File: src/rtl/gol_ctrl.sv
// rtl/gol_ctrl.sv - Game-of-Life core sequencer: load, run, step and stop detection
module gol_ctrl #(
  parameter int GEN_W = 16
) (
  input  logic             i_clk,
  input  logic             i_reset_n,
  input  logic             i_cmd_valid,
  output logic             o_cmd_ready,
  input  logic [1:0]       i_cmd,
  input  logic [63:0]      i_seed,
  input  logic [GEN_W-1:0] i_gen_limit,
  output logic             o_load,
  output logic [63:0]      o_seed,
  output logic             o_step,
  input  logic [63:0]      i_board,
  output logic             o_busy,
  output logic             o_done,
  output logic [1:0]       o_reason,
  output logic [GEN_W-1:0] o_gen
);

  typedef enum logic [2:0] {
    S_IDLE,
    S_LOAD,
    S_ISSUE,
    S_CHECK,
    S_DONE
  } state_e;

  localparam logic [1:0] CMD_LOAD = 2'd0;
  localparam logic [1:0] CMD_RUN  = 2'd1;
  localparam logic [1:0] CMD_STEP = 2'd2;
  localparam logic [1:0] CMD_STOP = 2'd3;

  localparam logic [1:0] RSN_LIMIT   = 2'd0;
  localparam logic [1:0] RSN_EXTINCT = 2'd1;
  localparam logic [1:0] RSN_STABLE  = 2'd2;
  localparam logic [1:0] RSN_USER    = 2'd3;

  state_e           state_q, state_d;
  logic [63:0]      seed_q, seed_d;
  logic [63:0]      prev_q, prev_d;
  logic [GEN_W-1:0] gen_q, gen_d;
  logic [GEN_W-1:0] limit_q, limit_d;
  logic [1:0]       reason_q, reason_d;
  logic             done_q, done_d;
  logic             run_q, run_d;
  logic             stop_q, stop_d;

  logic             cmd_acc;
  logic             stop_now;
  logic             stop_hit;
  logic [1:0]       stop_rsn;
  logic [GEN_W-1:0] gen_inc;

  assign o_cmd_ready = (state_q != S_LOAD);
  assign o_load      = (state_q == S_LOAD);
  assign o_step      = (state_q == S_ISSUE);
  assign o_busy      = (state_q == S_LOAD) || (state_q == S_ISSUE) || (state_q == S_CHECK);
  assign o_done      = done_q;
  assign o_seed      = seed_q;
  assign o_reason    = reason_q;
  assign o_gen       = gen_q;

  assign cmd_acc  = i_cmd_valid && o_cmd_ready;
  assign gen_inc  = (&gen_q) ? gen_q : gen_q + GEN_W'(1);
  // A STOP arriving during CHECK itself counts for this CHECK.
  assign stop_now = stop_q || (cmd_acc && (i_cmd == CMD_STOP));

  always_comb begin
    stop_hit = 1'b1;
    stop_rsn = RSN_USER;
    if (i_board == 64'd0) begin
      stop_rsn = RSN_EXTINCT;
    end else if (i_board == prev_q) begin
      stop_rsn = RSN_STABLE;
    end else if ((limit_q != '0) && (gen_inc >= limit_q)) begin
      stop_rsn = RSN_LIMIT;
    end else begin
      stop_hit = stop_now;
    end
  end

  always_comb begin
    state_d  = state_q;
    seed_d   = seed_q;
    prev_d   = prev_q;
    gen_d    = gen_q;
    limit_d  = limit_q;
    reason_d = reason_q;
    done_d   = 1'b0;
    run_d    = run_q;
    stop_d   = stop_q;

    case (state_q)
      S_IDLE, S_DONE: begin
        if (cmd_acc) begin
          case (i_cmd)
            CMD_LOAD: begin
              seed_d   = i_seed;
              reason_d = RSN_LIMIT;
              state_d  = S_LOAD;
            end
            CMD_RUN: begin
              limit_d  = i_gen_limit;
              run_d    = 1'b1;
              reason_d = RSN_LIMIT;
              state_d  = S_ISSUE;
            end
            CMD_STEP: begin
              run_d    = 1'b0;
              reason_d = RSN_LIMIT;
              state_d  = S_ISSUE;
            end
            default: ;
          endcase
        end
      end
      S_LOAD: begin
        gen_d   = '0;
        prev_d  = 64'd0;
        state_d = S_IDLE;
      end
      S_ISSUE: begin
        prev_d  = i_board;
        state_d = S_CHECK;
        if (cmd_acc && (i_cmd == CMD_STOP)) begin
          stop_d = 1'b1;
        end
      end
      S_CHECK: begin
        gen_d   = gen_inc;
        state_d = S_ISSUE;
        if (stop_now) begin
          stop_d = 1'b1;
        end
        // Step mode always ends here; without a real condition it reports USER.
        if (stop_hit || !run_q) begin
          state_d  = S_DONE;
          reason_d = stop_rsn;
          done_d   = 1'b1;
          stop_d   = 1'b0;
        end
      end
      default: state_d = S_IDLE;
    endcase
  end

  always_ff @(posedge i_clk or negedge i_reset_n) begin
    if (!i_reset_n) begin
      state_q  <= S_IDLE;
      seed_q   <= 64'd0;
      prev_q   <= 64'd0;
      gen_q    <= '0;
      limit_q  <= '0;
      reason_q <= RSN_LIMIT;
      done_q   <= 1'b0;
      run_q    <= 1'b0;
      stop_q   <= 1'b0;
    end else begin
      state_q  <= state_d;
      seed_q   <= seed_d;
      prev_q   <= prev_d;
      gen_q    <= gen_d;
      limit_q  <= limit_d;
      reason_q <= reason_d;
      done_q   <= done_d;
      run_q    <= run_d;
      stop_q   <= stop_d;
    end
  end

endmodule

File: config.mk
export PLATFORM = sky130hd
export DESIGN_NAME = gol_ctrl
export DESIGN_NICKNAME = d
export VERILOG_FILES = /design/src/rtl/gol_ctrl.sv
export SDC_FILE = /design/constraint.sdc
export NUM_CORES = 1
export LEC_CHECK = 0
export ABC_AREA = 1
export BUFFER_PORTS_ARGS = -buffer_cell sky130_fd_sc_hd__clkbuf_2
export CORE_ASPECT_RATIO = 1.5
export CORE_MARGIN = 2
export CORE_UTILIZATION = 55
export CTS_BUF_LIST = sky130_fd_sc_hd__clkbuf_4
export CTS_CLUSTER_DIAMETER = 80
export DETAILED_ROUTE_END_ITERATION = 10
export PLACE_DENSITY = 0.95
export RECOVER_POWER = 50
export SLEW_MARGIN = 20
export SYNTH_ARGS = -nofsm -noshare
export SYNTH_HDL_FRONTEND = slang
export SYNTH_SLANG_ARGS = --single-unit
File: constraint.sdc
create_clock -name i_clk -period 3.1 [get_ports i_clk]
set_input_delay 0.465 -clock i_clk [delete_from_list [all_inputs] [get_ports i_clk]]
set_output_delay 0.465 -clock i_clk [all_outputs]
set_load 0.005 [all_outputs]
Yosys cells after proc, flatten, opt, wreduce, memory -nomap -nowiden
Cells that the tools add are included.
{ "word_totals": {"reg_bits": 168, "output_inout_bits": 87, "word_cells": 77} }
{ "op_classes": {"add_sub_neg": 1, "order_cmp": 1, "n_eq_ne": 15, "muxes": 24, "reduce_logical": 27} }
{ "ops": {"columns": ["cell", "count"], "rows": [
  ["64-bit one-hot mux with 2 select lines", 1],
  ["64-bit equality test", 1],
  ["64-bit zero test", 1],
  ["16-bit one-hot mux with 2 select lines", 1],
  ["16-bit by 1-bit adder with 16-bit output (second input constant)", 1],
  ["16-bit >= comparator", 1],
  ["16-bit two-way mux", 1],
  ["16-bit AND reduction", 1],
  ["16-bit nonzero test", 1],
  ["2-bit two-way mux", 6],
  ["3-bit AND reduction", 4],
  ["2-bit nonzero test", 5],
  ["3-bit one-hot mux with 3 select lines", 1],
  ["1-bit two-way mux", 8],
  ["3-bit by 2-bit equality test with 1-bit output (second input constant)", 2],
  ["3-bit two-way mux", 2],
  ["3-bit by 2-bit != test with 1-bit output (second input constant)", 2],
  ["3-bit one-hot mux with 2 select lines", 1],
  ["2-bit equality test (second input constant)", 2],
  ["1-bit logical OR", 4],
  ["2-bit by 1-bit != test with 1-bit output (second input constant)", 2],
  ["2-bit != test (second input constant)", 2],
  ["1-bit one-hot mux with 2 select lines", 2],
  ["2-bit one-hot mux with 2 select lines", 1],
  ["12 further kinds", 15]
]} }

Depth between registers and ports, before layout
{ "depth": {"depth_word": 10, "mapped_depth": 25, "depth_no_buf": 25} }

Least setup slack after synthesis
No wires, ideal clock.
{ "synth_path": {"kind": "register to register", "start": "register gen_q[1] (netlist: o_gen[1])", "end": "register reason_q[0] (netlist: o_reason[0])", "setup_ps": 118, "arrival_ps": 2632, "required_ps": 2982, "slack_ps": 350, "path_stages_with_launch": 25, "cell_sequence": "dfrtp_1 -> ha_1 -> nand3_2 -> nor2_4 -> nand3_2 -> nor2_4 -> nand2_4 -> nor2_8 -> inv_1 -> o21ai_1 -> inv_1 -> ha_1 -> nand2_1 -> nor2_1 -> and2_1 -> nor2_1 -> nand2_1 -> nand2_1 -> nand2_1 -> nand2_1 -> nand3_1 -> nand2_1 -> inv_1 -> nand2_1 -> nand2_1"} }
{ "synth_via": {"elab_chain_len": 10, "word_cells_on_any_way": 16, "classes_between": "add/sub (1); order compare (1); eq/ne (1); mux (9); reduce/logical (4)"} }
{ "synth_rtl": {"columns": ["item", "line_no", "source"], "rows": [
  ["from (decl)", "43", "logic [GEN_W-1:0] gen_q, gen_d;"],
  ["from (signal assigned)", "164", "gen_q <= gen_d;"],
  ["16-bit by 1-bit adder with 16-bit output / 16-bit AND reduction (equally long branches)", "66", "assign gen_inc = (&gen_q) ? gen_q : gen_q + GEN_W'(1);"],
  ["16-bit two-way mux (*)", "66", null],
  ["16-bit >= comparator (*)", "77", "end else if ((limit_q != '0) && (gen_inc >= limit_q)) begin"],
  ["1-bit logical AND (*)", "77", null],
  ["1-bit two-way mux", "77", null],
  ["1-bit two-way mux", "75", "end else if (i_board == prev_q) begin"],
  ["1-bit two-way mux", "73", "if (i_board == 64'd0) begin"],
  ["1-bit logical OR", "138", "if (stop_hit || !run_q) begin"],
  ["2-bit by 1-bit != test with 1-bit output (no source line)", null, null],
  ["4-bit AND reduction (no source line)", null, null],
  ["to (signal assigned)", "166", "reason_q <= reason_d;"],
  ["to (decl)", "45", "logic [1:0] reason_q, reason_d;"]
]} }
Every way passes the cells marked *; elsewhere a longest branch is shown, timed or not. The select of a mux whose other input is x is not followed.
A chain may end at the register's enable or synchronous reset.

Final worst setup path
Same ends and word-level chain as after synthesis.

==> flow_summary.ini <==
[run_status]
status = complete, but fails checks
violations = capacitance limit, slew limit, setup timing

[worst_setup_path]
crit_chain = ha_4 > nand3_4 > nor2_4 > nand3_2 > nor2_4 > nand2_4 > nor2_8 > nor2_4 > xor2_2 > ha_1 > nand2_2 > inv_1 > nand2_1 > nand2_2 > nor2_4 > nand2_1 > nand2_1 > nand2_1 > nand2_2 > nand3_2 > nand2_4 > inv_2 > nand2_1 > nand2_1
crit_family = simple AND/OR/NAND/NOR gates
arrival_ns = 3.66
crit_type = register to register
cp.required_ns = 3.54
crit_fanout = 7
max_stage_delay_ns = 0.44
path_buf_inv = 2
cp-start-kind = register
cp_slowest_cell = dfrtp_1
crit_top_cell = nand2_1
end_kind = register

[yosys]
yosys_register_bits = 168
ys_seq_area_frac = 0.489
synthCells = 1015
synth_top_cell_by_area = dfrtp_1
async_reset_ff_frac = 1.00
ys_warn_count = 0
syn-num-nets = 1186
synthFlopType = dfrtp_1
synth_top_area_share = 0.489
avgSynthCellArea_um2 = 8.48
syn-cell-area_um2 = 8600
synth_edf_count = 0
synth.area.top_cells = dfrtp_1 49%, nand2_1 12%, inv_1 7.6%, mux2_2 7.3%, o22ai_1 4.3%
ys_types = 34

[timing]
post-route-period-util = 1.04
skew_ns = 0.0352
hold_viol = 0
setup_viol = 6
rsz0062_at_grt = yes
layout_setup_ws_ns = -0.123
slew_viol_final = 76
hold_ws_ns = 0.105
fin_crit_ns = 3.22
tightest_slew_ns = 1.93
fmax_mhz = 310
relSlewSlack = -0.286

[layout]
drive_above_1_share = 0.272
final_util = 0.676
final_cell_mix = 265 x nand2_1, 202 x clkbuf_2, 172 x inv_1
finalNonFillerCells = 1485
nets = 1440
area_growth_pct = 21.7
final_common_cell = nand2_1
fin_area_um2 = 10500

[global_route]
grt-ovfl-total = 0
top_usage_layer = met2
globalRouteMet3Util = 0.0588
grt_usage = 0.271
grtUsageMet2 = 0.487
antenna_found_initial = 2
met1_usage = 0.301
grt_max_degree = 77
grt_pass1_vias = 7624
grt_pass1_wl_um = 35600

[drt]
ant_nets = 0
wire_per_inst_um = 16.2
drt_iter0_drc = 726
drc = 0
drt-total-wl_um = 24000
vias_per_cell = 5.36
dr_total_vias = 7960
firstDrtPassIters = 6

[clocking]
cts.clk_slew.worst_paths_ns = 0.17
clk_latency_ns = 0.57
cts_tree = yes
clockBufferDepth = 2
clock_sinks = 168
numCtsBuffers = 17
cts_max_level = 4
root_buffer = clkbuf_4

[die]
rows = 56
die_width_um = 106
design.core.area_um2 = 15500
ios = 236
die-area_um2 = 16700
die_h_um = 157
start_util = 0.556

[pwr]
powerDensity_nw_per_um2 = 778
ir_drop_mv = 0.501
power.leakage_nw = 5.75

[min_path]
hold_path.class = input pin to register

[flow_run]
cap_viol_max_count = 1

[place]
hpwl_um = 17400
io_buffers = 235
dp_slack_ns = 0.0212
place_area_um2 = 10000
place.gp.congestion = 1.03
dp.cells = 1439
-- final timing paths --
| path | start | slack [ns] | endpoint | depth (start not counted) |
|---|---|---|---|---|
| setup reg to reg | o_gen[1]$_DFFE_PN0P_ | -0.12 | o_reason[0]$_DFFE_PN0P_ | 24 |
| max in group asynchronous | i_reset_n | 0.61 | limit_q[11]$_DFFE_PN0P_ | 3 |
| hold / removal | i_seed[42] | 0.10 | o_seed[42]$_DFFE_PN0P_ | 2 |
| hold reg to reg | o_seed[14]$_DFFE_PN0P_ | 0.51 | o_seed[14]$_DFFE_PN0P_ | 1 |
| setup / recovery | o_gen[1]$_DFFE_PN0P_ | -0.12 | o_reason[0]$_DFFE_PN0P_ | 24 |
| min in group asynchronous | i_reset_n | 0.95 | prev_q[28]$_DFFE_PN0P_ | 2 |
-- area by class of cell --
cell class | instances | area [um2]
sequential | 168 | 4200
clock inverter | 14 | 165
multi-input combinational | 645 | 3710
antenna | 1 | 2.50
tap | 203 | 254
fill | 1197 | 5020
timing repair buffer | 261 | 1350
inverter | 176 | 661
clock buffer | 17 | 128
-- per-stage QoR --
step | setup TNS (ns) | power [mW]
after floorplan | 0 | 5.48
after global placement | 0 | 6.50
after detailed placement | 0 | 6.74
after CTS | 0 | 8.09
after global routing | -1.55 | 8.71
final | -0.415 | 8.14
-- cell usage after synthesis (5+ instances only) --
cell,instances
o22ai_1,59
a21oi_1,31
clkbuf_1,14
nand3_1,23
mux2_1,9
xor2_1,16
nand4_1,14
buf_6,6
o21ai_0,19
mux2_2,56
nand2_1,270
nor4_1,5
buf_2,6
nor2_1,92
dfrtp_1,168
ha_1,22
inv_1,175
-- metal layers --
layer / wire length, um / up-vias
met5: 13 / -
li1: - / 3731
met1: 8390 / 3716
met4: 1300 / 2
met3: 1580 / 115
met2: 12700 / 396
-- flip-flops by register name, summed over array words and instances (netlist names) --
signal,count
o_reason,2
state_q,3
prev_q,64
o_done,1
stop_q,1
run_q,1
limit_q,16
o_gen,16
o_seed,64
-- cell families after synthesis --
| group | Yosys count | synth area share |
|---|---|---|
| compound gates | 118 | 0.0787 |
| simple gates | 423 | 0.204 |
| flops | 168 | 0.489 |
| buf+inv | 202 | 0.0942 |
| fa+ha+maj | 22 | 0.0320 |
| xor+xnor | 17 | 0.0173 |
| mux | 65 | 0.0851 |
-- timing repair --
action / in CTS / in global routing
hold buffers: 1 / 0
buffers inserted: 1 / 12
resized for setup: 0 / 27
hold endpoints to repair: 72 / 0
endpoints found under the setup margin: 1 / 6
pin swaps: 0 / 16
-- report_power, final --
group / switching, mW / internal (mW)
Sequential: 0.528 / 3.09
Clock: 0.853 / 0.498
Combinational: 1.82 / 1.35
Power figures use the tool's default switching activity.
